<file path="config.mk">
export PLATFORM = sky130hd
export DESIGN_NAME = mem_stage
export DESIGN_NICKNAME = d
export VERILOG_FILES = /design/src/rtl/mem_stage.sv
export SDC_FILE = /design/constraint.sdc
export NUM_CORES = 1
export LEC_CHECK = 0
export ABC_AREA = 1
export BUFFER_PORTS_ARGS = -buffer_cell sky130_fd_sc_hd__buf_4
export CAP_MARGIN = 20
export CORE_ASPECT_RATIO = 1.5
export CORE_MARGIN = 8
export CORE_UTILIZATION = 54
export DETAILED_ROUTE_END_ITERATION = 7
export PLACE_DENSITY = 0.91
export REMOVE_ABC_BUFFERS = 1
export SLEW_MARGIN = 5
export SYNTH_ARGS = -nofsm -noshare
export SYNTH_HDL_FRONTEND = slang
export SYNTH_SLANG_ARGS = --single-unit
</file>
<file path="constraint.sdc">
create_clock -name clk -period 4.4 [get_ports clk]
set_input_delay 0.44 -clock clk [delete_from_list [all_inputs] [get_ports clk]]
set_output_delay 0.44 -clock clk [all_outputs]
set_load 0.02 [all_outputs]
</file>
<file path="src/rtl/mem_stage.sv">
// Memory-access pipeline stage: registers EX results, captures and extends
// synchronous SRAM load data, and drives the WB bus plus the ID forwarding bus.
module mem_stage #(
    parameter int EX_TO_MEM_WD = 80,
    parameter int MEM_TO_WB_WD = 70,
    parameter int MEM_TO_ID_WD = 38,
    parameter int STALL_WD     = 6
) (
    input  logic                    clk,
    input  logic                    rst,
    input  logic [STALL_WD-1:0]     stall,
    input  logic [EX_TO_MEM_WD-1:0] ex_to_mem_bus,
    input  logic [31:0]             data_sram_rdata,
    output logic [MEM_TO_WB_WD-1:0] mem_to_wb_bus,
    output logic [MEM_TO_ID_WD-1:0] mem_to_id_bus
);

    typedef enum logic [3:0] {
        RD_NONE = 4'b0000,
        RD_LB   = 4'b0001,
        RD_LBU  = 4'b0010,
        RD_LH   = 4'b0011,
        RD_LHU  = 4'b0100,
        RD_LW   = 4'b1111
    } readen_e;

    logic [EX_TO_MEM_WD-1:0] r;
    logic                    new_r;
    logic                    cap_r;
    logic [31:0]             hold_r;

    logic [3:0]  readen;
    logic [31:0] pc;
    logic        ram_en;
    logic [3:0]  ram_wen;
    logic        sel_rf_res;
    logic        rf_we;
    logic [4:0]  rf_waddr;
    logic [31:0] ex_result;

    assign {readen, pc, ram_en, ram_wen, sel_rf_res, rf_we, rf_waddr, ex_result} = r;

    // A bubble (MEM stopped, WB running) also counts as an update of r.
    logic bubble;
    logic advance;
    logic update_r;

    assign bubble   = stall[3] && !stall[4];
    assign advance  = !stall[3];
    assign update_r = advance || bubble;

    // NOTE: sequential state uses non-blocking assignments so every register
    // samples pre-edge values, independent of statement order.
    always_ff @(posedge clk) begin
        if (rst) begin
            r     <= '0;
            new_r <= 1'b0;
        end else begin
            new_r <= update_r;
            if (bubble)
                r <= '0;
            else if (advance)
                r <= ex_to_mem_bus;
        end
    end

    // The SRAM word is only valid on the first MEM cycle; keep it for stalls.
    always_ff @(posedge clk) begin
        if (rst || update_r) begin
            cap_r  <= 1'b0;
            hold_r <= '0;
        end else if (new_r) begin
            cap_r  <= 1'b1;
            hold_r <= data_sram_rdata;
        end
    end

    logic [31:0] load_word;
    logic [7:0]  load_byte;
    logic [15:0] load_half;
    logic [31:0] load_data;
    logic [31:0] rf_wdata;

    assign load_word = (!new_r && cap_r) ? hold_r : data_sram_rdata;
    assign load_byte = load_word[8*ex_result[1:0] +: 8];
    assign load_half = ex_result[1] ? load_word[31:16] : load_word[15:0];

    // NOTE: default assigned first so no path through the case infers a latch.
    always_comb begin
        load_data = '0;
        case (readen)
            RD_LB:   load_data = {{24{load_byte[7]}}, load_byte};
            RD_LBU:  load_data = {24'h0, load_byte};
            RD_LH:   load_data = {{16{load_half[15]}}, load_half};
            RD_LHU:  load_data = {16'h0, load_half};
            RD_LW:   load_data = load_word;
            default: load_data = '0;
        endcase
    end

    assign rf_wdata      = sel_rf_res ? load_data : ex_result;
    assign mem_to_wb_bus = {pc, rf_we, rf_waddr, rf_wdata};
    assign mem_to_id_bus = {rf_we, rf_waddr, rf_wdata};

    // Store controls and other stages' stall bits are not used here.
    logic unused_bits;
    assign unused_bits = ^{ram_en, ram_wen, stall[2:0], stall[STALL_WD-1:5]};

endmodule

</file>
## After elaboration in Yosys (flattened, before gate mapping)

Cells that the tools add are included.

- Word-level logic and storage cells: 22
- Output and inout port bits: 108
- Register bits after elaboration: 114

- Reduce and logical (&&, ||, !) cells: 8
- Equal/unequal tests: 5
- Muxes and demuxes: 4
- Shifts and indexed selects: 1

Operators by type and width:

| operator | number |
|---|---|
| 32-bit case mux with 5 select lines | 1 |
| 32-bit two-way mux | 2 |
| 32-bit by 6-bit variable part select with 8-bit output | 1 |
| 16-bit two-way mux | 1 |
| 4-bit by 2-bit equality test with 1-bit output (second input constant) | 2 |
| 4-bit by 1-bit equality test with 1-bit output (second input constant) | 1 |
| 4-bit by 3-bit equality test with 1-bit output (second input constant) | 1 |
| 4-bit equality test (second input constant) | 1 |
| 1-bit zero test | 3 |
| 1-bit logical AND | 2 |
| 1-bit logical OR | 2 |
| 2-bit OR reduction | 1 |

## Logic depth before layout (Yosys ltp)

Gate-level depths: netlist (run 1).

- Depth in word-level cells: 6
- Depth in mapped cells: 16

## Worst setup path after synthesis (run 1)

No wires, ideal clock.

- Path kind: reg2out
- From: register new_r
- To: output port mem_to_wb_bus[5]
- Arrival: 1,765 ps
- Slack: 2,195 ps
- Stages on the path, launching flop included: 15
- Path through: dfxtp_1 -> buf_6 -> inv_6 -> nand2_4 -> inv_1 -> buf_2 -> nand2_1 -> nand2_1 -> nand2_1 -> o21ai_0 -> inv_1 -> nand2_1 -> nor2_1 -> nor2_1 -> buf_4

- Word-level cells in the longest chain between the ends: 6

Ends and longest elaborated chain:

| element | line | text |
|---|---|---|
| from (decl) | 28 | `logic new_r;` |
| from (signal assigned) | 59 | `new_r <= update_r;` |
| 1-bit zero test (*) | 84 | `assign load_word = (!new_r && cap_r) ? hold_r : data_sram_rdata;` |
| 1-bit logical AND (*) | 84 |  |
| 32-bit two-way mux (*) | 84 |  |
| 32-bit by 6-bit variable part select with 8-bit output or 16-bit two-way mux (tied branches) | 85, 86 |  |
| 32-bit case mux with 5 select lines (*) | 91 | `case (readen)` |
| 32-bit two-way mux (*) | 101 | `assign rf_wdata = sel_rf_res ? load_data : ex_result;` |
| to (decl) | 14 | `output logic [MEM_TO_WB_WD-1:0] mem_to_wb_bus,` |

Every way passes the cells marked *; elsewhere a longest branch is shown, timed or not.

## Worst setup path in the final report (run 1)

- From: register new_r
- To: output port mem_to_wb_bus[27]

The elaborated chain is that of the path after synthesis.

==> results.toml, run 1 <==
[sta]
fin_skew_ns = 0.002242
rsz0062_at_grt = "no"
min_period_ns = 3.492
slew_headroom = 0.3184
fin_crit_sh = 0.7936
tightest_slew_ns = 1.021
setup_viol = 0
hold_ws_ns = 0.2488
hold_viol_final = 0
maxSlewViolCount = 0
max_freq_mhz = 286.4

[logic_synthesis]
ys_seq_area_frac = 0.3490
netlist_area_sq_um = 6252
syn_inst = 1028
synth_seq_cells = 109
async_flop_share = 0
syn_avg_cell_area_sq_um = 6.082
yosys_warnings = 0
synth_cell_types = 27
synth_edf_count = 0
ys.flop_type = "dfxtp_1"

[global_route]
gr-usage-all-layers = 0.2292
grt_max_degree = 79
grt_pass1_wl_mm = 29.39
antenna_found_initial = 0
grt_pass1_vias = 6311
grt_overflow = 0

[finish]
final_net_count = 1249
mostFrequentLayoutCells = "nand2_1 (491), buf_4 (223), dfxtp_1 (109)"
diodes = 0
layout_commonest_cell = "nand2_1"
final_util = 0.6626
finalInstanceArea_sq_um = 7561
final.fill_count = 1025
area_growth_pct = 20.93
drive_above_1_share = 0.2213

[detailed_routing]
top_layer_used = "met4"
detail_route.wirelength_mm = 17.91
route.met3.wl_mm = 1.439
vias = 6349
wire_per_inst_um = 13.95
m1WireLength_mm = 6.786
drt-initial-drc-count = 352
wl_met2_mm = 9.018
final_antenna_net_count = 0
first_pass_iters = 4
via_per_inst = 4.945
drcViolationCount = 0

[critical_path]
cp_top_family = "simple AND/OR/NAND/NOR gates"
cp_data_required_time_ns = 3.96
r2r_end = "r[1]$_SDFFE_PP0N_"
worst-setup-path-type = "flip-flop to output port"
rr_worst_depth = 3
cp.arrival_ns = 3.05
cp_num_buf_inv = 4
crit_fanout = 40
crit_path_end_kind = "output port"
rr_startpoint = "r[1]$_SDFFE_PP0N_"
critical-path-slowest-cell = "inv_1"
crit_path_max_incr_delay_ns = 0.59
crit_top_cell = "nand2_1"
critical_path.startpoint_type = "flip-flop"
r2r_slack_ns = 3.16
worstPathCellList = "inv_6 -> nand2_4 -> inv_1 -> nand2_1 -> nand3_1 -> nand3_2 -> nand2_1 -> inv_1 -> nand2_1 -> nand2_1 -> nand2_1 -> buf_4"

[place]
place_congestion = 0.9163
placed_cell_area_sq_um = 7276
io_buffers = 218
dpl.hpwl_mm = 13.29

[clock_network]
cts_sinks = 109
clkTransAtPathRegs_ns = 0.07
cts_hold_buffers = 0
cts_root_buf = "clkbuf_16"
cts_made_buffers = 9
cts_resized = 0
clk_latency_ns = 0.35
post_cts_buffers = 0
clock_path_buffers = 2
cts_max_level = 3
tritoncts = "yes"

[floorplanning]
fp.dieArea_sq_um = 15350
die_w_um = 103.9
dieHeight_um = 147.8
rows = 48
core_area_sq_um = 11410
num_io_pins = 228
start_util = 0.5479

[worst_hold_path]
holdPathEnd = "new_r$_SDFF_PP0_"
min_from = "rst"
hold_class = "input port to flip-flop"
holdPathStages = 2

[job]
drv_cap = 0

[run_status]
outcome = "finished, final reports clean"

[pwr]
power_w = 0.002289
p_leak_nw = 4.175
vdd_drop_max_mv = 0.1893
p_per_area_nw_per_um2 = 302.8
[layer usage]
layer | vias to the layer above | track usage
li1 | 3255 | -
met1 | 2795 | 0.2433
met2 | 256 | 0.4044
met3 | 43 | 0.06318
met4 | 0 | 0.1215
met5 | - | 0
[synthesized netlist by cell type (2+ instances only)]
| library cell | number | area (sq um) |
|---|---|---|
| inv_2 | 2 | 7.510 |
| buf_1 | 3 | 11.26 |
| clkbuf_1 | 37 | 138.9 |
| o21ai_0 | 48 | 240.2 |
| inv_1 | 93 | 349.1 |
| dfxtp_1 | 109 | 2182 |
| or2_2 | 2 | 12.51 |
| buf_6 | 7 | 78.83 |
| nand2_1 | 491 | 1843 |
| nand2_4 | 2 | 22.52 |
| buf_4 | 76 | 570.6 |
| a21oi_1 | 79 | 395.4 |
| o22ai_1 | 3 | 18.77 |
| nor2_1 | 13 | 48.80 |
| nand3_1 | 40 | 200.2 |
| buf_2 | 10 | 50.05 |
| o21ai_1 | 3 | 15.01 |
[worst max-delay path by stage]
stage	startpoint	cells after the start	slack, ns	endpoint
finish	new_r$_SDFF_PP0_	12	0.91	mem_to_wb_bus[27]
global route	new_r$_SDFF_PP0_	12	0.65	mem_to_wb_bus[17]
CTS	new_r$_SDFF_PP0_	12	0.96	mem_to_wb_bus[27]
detailed placement	new_r$_SDFF_PP0_	12	1.34	mem_to_wb_bus[27]
global placement	new_r$_SDFF_PP0_	12	1.39	mem_to_wb_bus[27]
floorplan	stall[3]	3	-1.06	r[0]$_SDFFE_PP0N_
[sequential cells by signal, summed over array words and instances, names as in the netlist]
register / cells
new_r: 1
r: 75
hold_r: 32
cap_r: 1
[per-stage QoR]
step	cells	setup TNS (ns)	setup WS [ns]
2_1_floorplan	895	-79.16	-1.056
3_3_place_gp	1268	0	1.393
3_5_place_dp	1268	0	1.344
4_1_cts	1284	0	0.9599
5_1_grt	1284	0	0.6485
6_report	1284	0	0.9083
[power breakdown]
group / internal [W] / switching, W
registers: 0.00102 / 0.0000241
clock network: 0.000396 / 0.000397
logic: 0.000186 / 0.000263
total: 0.00161 / 0.000684
[worst reg2reg max path: cells and delay by family (launching register included)]
family                 cells  cell delay [ns]
AO/OA/AOI/OAI              1             0.18
buffers and inverters      1             0.28
flip-flops                 1             0.63
AND/OR/NAND/NOR            1             0.07
[area by class of cell]
type                    count  area, sq um  area share
well taps                 150        187.7     0.02482
clock buffers              10        229.0     0.03028
clock inverters             6        56.30    0.007447
flip-flops and latches    109         2182      0.2886
repair buffers            223         1674      0.2214
multi-input cells         689         2863      0.3786
inverters                  97        369.1     0.04882
[logic make-up (layout without fill, tap and decap cells)]
logic type,Yosys count,count (layout),synth area share
AND/OR/NAND/NOR,555,555,0.3476
buffers and inverters,230,336,0.1949
AO/OA/AOI/OAI,134,134,0.1085
flip-flops,109,109,0.3490
Note: power is estimated with default switching activity, not from simulation.
==> run 2, diff against run 1 <==
CORE_UTILIZATION = 50   (was 54)
PLACE_DENSITY = 0.86   (was 0.91)
clock period = 3.5 ns   (was 4.4 ns; I/O delays follow)
==> run 2 against run 1 <==
Effect of this change: critical path depth unchanged; wire length increased by 1.8%; die area increased by 6.9%; first-iteration DRC count increased by 9.7%; cell count increased by 0.62%; count of clock-buffer cells in the layout unchanged; critical endpoint is now mem_to_id_bus[16]; largest cell class unchanged.
==> results.toml, run 2 (synthesis gave the netlist of run 1 again) <==
[critical_path]
cp_top_family = "simple AND/OR/NAND/NOR gates"
rr_startpoint = "new_r$_SDFF_PP0_"
worstSetupEndpoint = "mem_to_id_bus[16]"
crit_path_end_kind = "output port"
crit_cells = 12
worst-setup-path-type = "flip-flop to output port"
r2r_slack_ns = 2.32
critical-path-slowest-cell = "dfxtp_1"
cp_data_required_time_ns = 3.15
cp.arrival_ns = 2.69
crit_top_cell = "nand2_1"
worstPathCellList = "inv_6 -> nand2_4 -> o21ai_0 -> inv_1 -> nand2_1 -> nand3_2 -> nand2_1 -> inv_1 -> nand2_1 -> nand2_1 -> nand2_1 -> buf_4"
crit_fanout = 40
critical_path.startpoint_type = "flip-flop"
cp_num_buf_inv = 4
rr_worst_depth = 4
crit_start = "new_r$_SDFF_PP0_"
crit_path_max_incr_delay_ns = 0.36
r2r_end = "hold_r[2]$_SDFFE_PP0P_"

[clock_network]
cts_root_buf = "clkbuf_16"
cts_resized = 0
tritoncts = "yes"
cts_made_buffers = 9
post_cts_buffers = 0
cts_sinks = 109
cts_max_level = 3
clkTransAtPathRegs_ns = 0.07
cts_hold_buffers = 0
clk_latency_ns = 0.35
clock_path_buffers = 2

[sta]
rsz0062_at_grt = "no"
tightest_slew_ns = 1.038
tns_ns = 0
min_period_ns = 3.036
slew_headroom = 0.3074
hold_viol_final = 0
fin_crit_sh = 0.8676
fin_skew_ns = 0.007981
max_freq_mhz = 329.3
hold_ws_ns = 0.1652
setup_ws_ns = 0.4636
maxSlewViolCount = 0
setup_viol = 0

[global_route]
grt_max_degree = 77
antenna_found_initial = 0
grt_pass1_wl_mm = 29.33
gr-usage-all-layers = 0.2158
grt_pass1_vias = 6095
grt_overflow = 0

[finish]
largest_reg_flops = 75
layout_commonest_cell = "nand2_1"
drive_above_1_share = 0.2227
area_growth_pct = 21.89
mostFrequentLayoutCells = "nand2_1 (491), buf_4 (224), dfxtp_1 (109)"
final_net_count = 1251
top_register = "r"
layout.cells.non_filler = 1292
diodes = 0
reg_top3 = "r (75), hold_r (32)"

[pwr]
p_leak_nw = 4.204
p_per_area_nw_per_um2 = 387.8
vdd_drop_max_mv = 0.2809
power_w = 0.002956

[floorplanning]
core_area_sq_um = 12320
die_w_um = 107.3
dieHeight_um = 153.0
fp.dieArea_sq_um = 16410
start_util = 0.5073
rows = 50
num_io_pins = 228

[detailed_routing]
wire_per_inst_um = 14.11
first_pass_iters = 5
drt-initial-drc-count = 386
final_antenna_net_count = 0
vias = 6340
via_per_inst = 4.907
detail_route.wirelength_mm = 18.23
drcViolationCount = 0

[place]
dp.cells = 1276
dpl.hpwl_mm = 13.55
io_buffers = 218
dp_slack_ns = 0.9040
place_congestion = 0.9245

[worst_hold_path]
hold_class = "input port to flip-flop"

[run_status]
outcome = "finished, final reports clean"

[job]
drv_cap = 0
[run 2: cell count changes in the layout (fill, tap and decap cells not counted)]
cell,before,now
clkinv_4,3,2
inv_8,2,0
buf_12,0,1
inv_6,1,3
buf_4,223,224
clkinvlp_4,1,0
bufinv_16,0,1
clkinv_8,0,1
[run 2: power by group]
group | total, W | internal [W] | switching, W
combinational | 0.000570 | 0.000237 | 0.000333
sequential | 0.00132 | 0.00129 | 0.0000302
clock | 0.00107 | 0.000570 | 0.000499
[run 2: through the flow]
step | utilization | cell area (sq um)
3_3_place_gp | 0.5932 | 7311
5_1_grt | 0.6184 | 7621
4_1_cts | 0.6184 | 7621
3_5_place_dp | 0.5932 | 7311
2_1_floorplan | - | 5403
6_report | 0.6184 | 7621
[run 2: final cells by class]
class | count | area (sq um)
fillers | 1176 | 4703
multi-input cells | 689 | 2863
flip-flops and latches | 109 | 2182
repair buffers | 225 | 1702
inverters | 97 | 369.1
clock buffers | 10 | 229.0
well taps | 156 | 195.2
clock inverters | 6 | 81.33
[run 2: worst register-to-register path, cell delays in order, from the launching register on]
cell     delay, ns
dfxtp_1       0.43
buf_4         0.36
o21ai_0       0.17
nand2_1       0.08
inv_1         0.06
[run 2: how the worst min path moves through the flow]
stage,startpoint,cells past startpoint,to,slack [ns]
floorplan,rst,1,new_r$_SDFF_PP0_,0.42
global placement,r[56]$_SDFFE_PP0N_,2,r[56]$_SDFFE_PP0N_,0.44
detailed placement,r[18]$_SDFFE_PP0N_,2,r[18]$_SDFFE_PP0N_,0.46
CTS,rst,2,new_r$_SDFF_PP0_,0.16
global route,rst,2,new_r$_SDFF_PP0_,0.17
finish,rst,2,new_r$_SDFF_PP0_,0.17
[run 2: layer usage]
metal | up-vias | global-route usage | routed length [um]
met5 | - | 0 | 0
met1 | 2799 | 0.2299 | 6898
met3 | 41 | 0.05177 | 1277
li1 | 3260 | - | -
met4 | 0 | 0.1010 | 619
met2 | 240 | 0.3845 | 9433
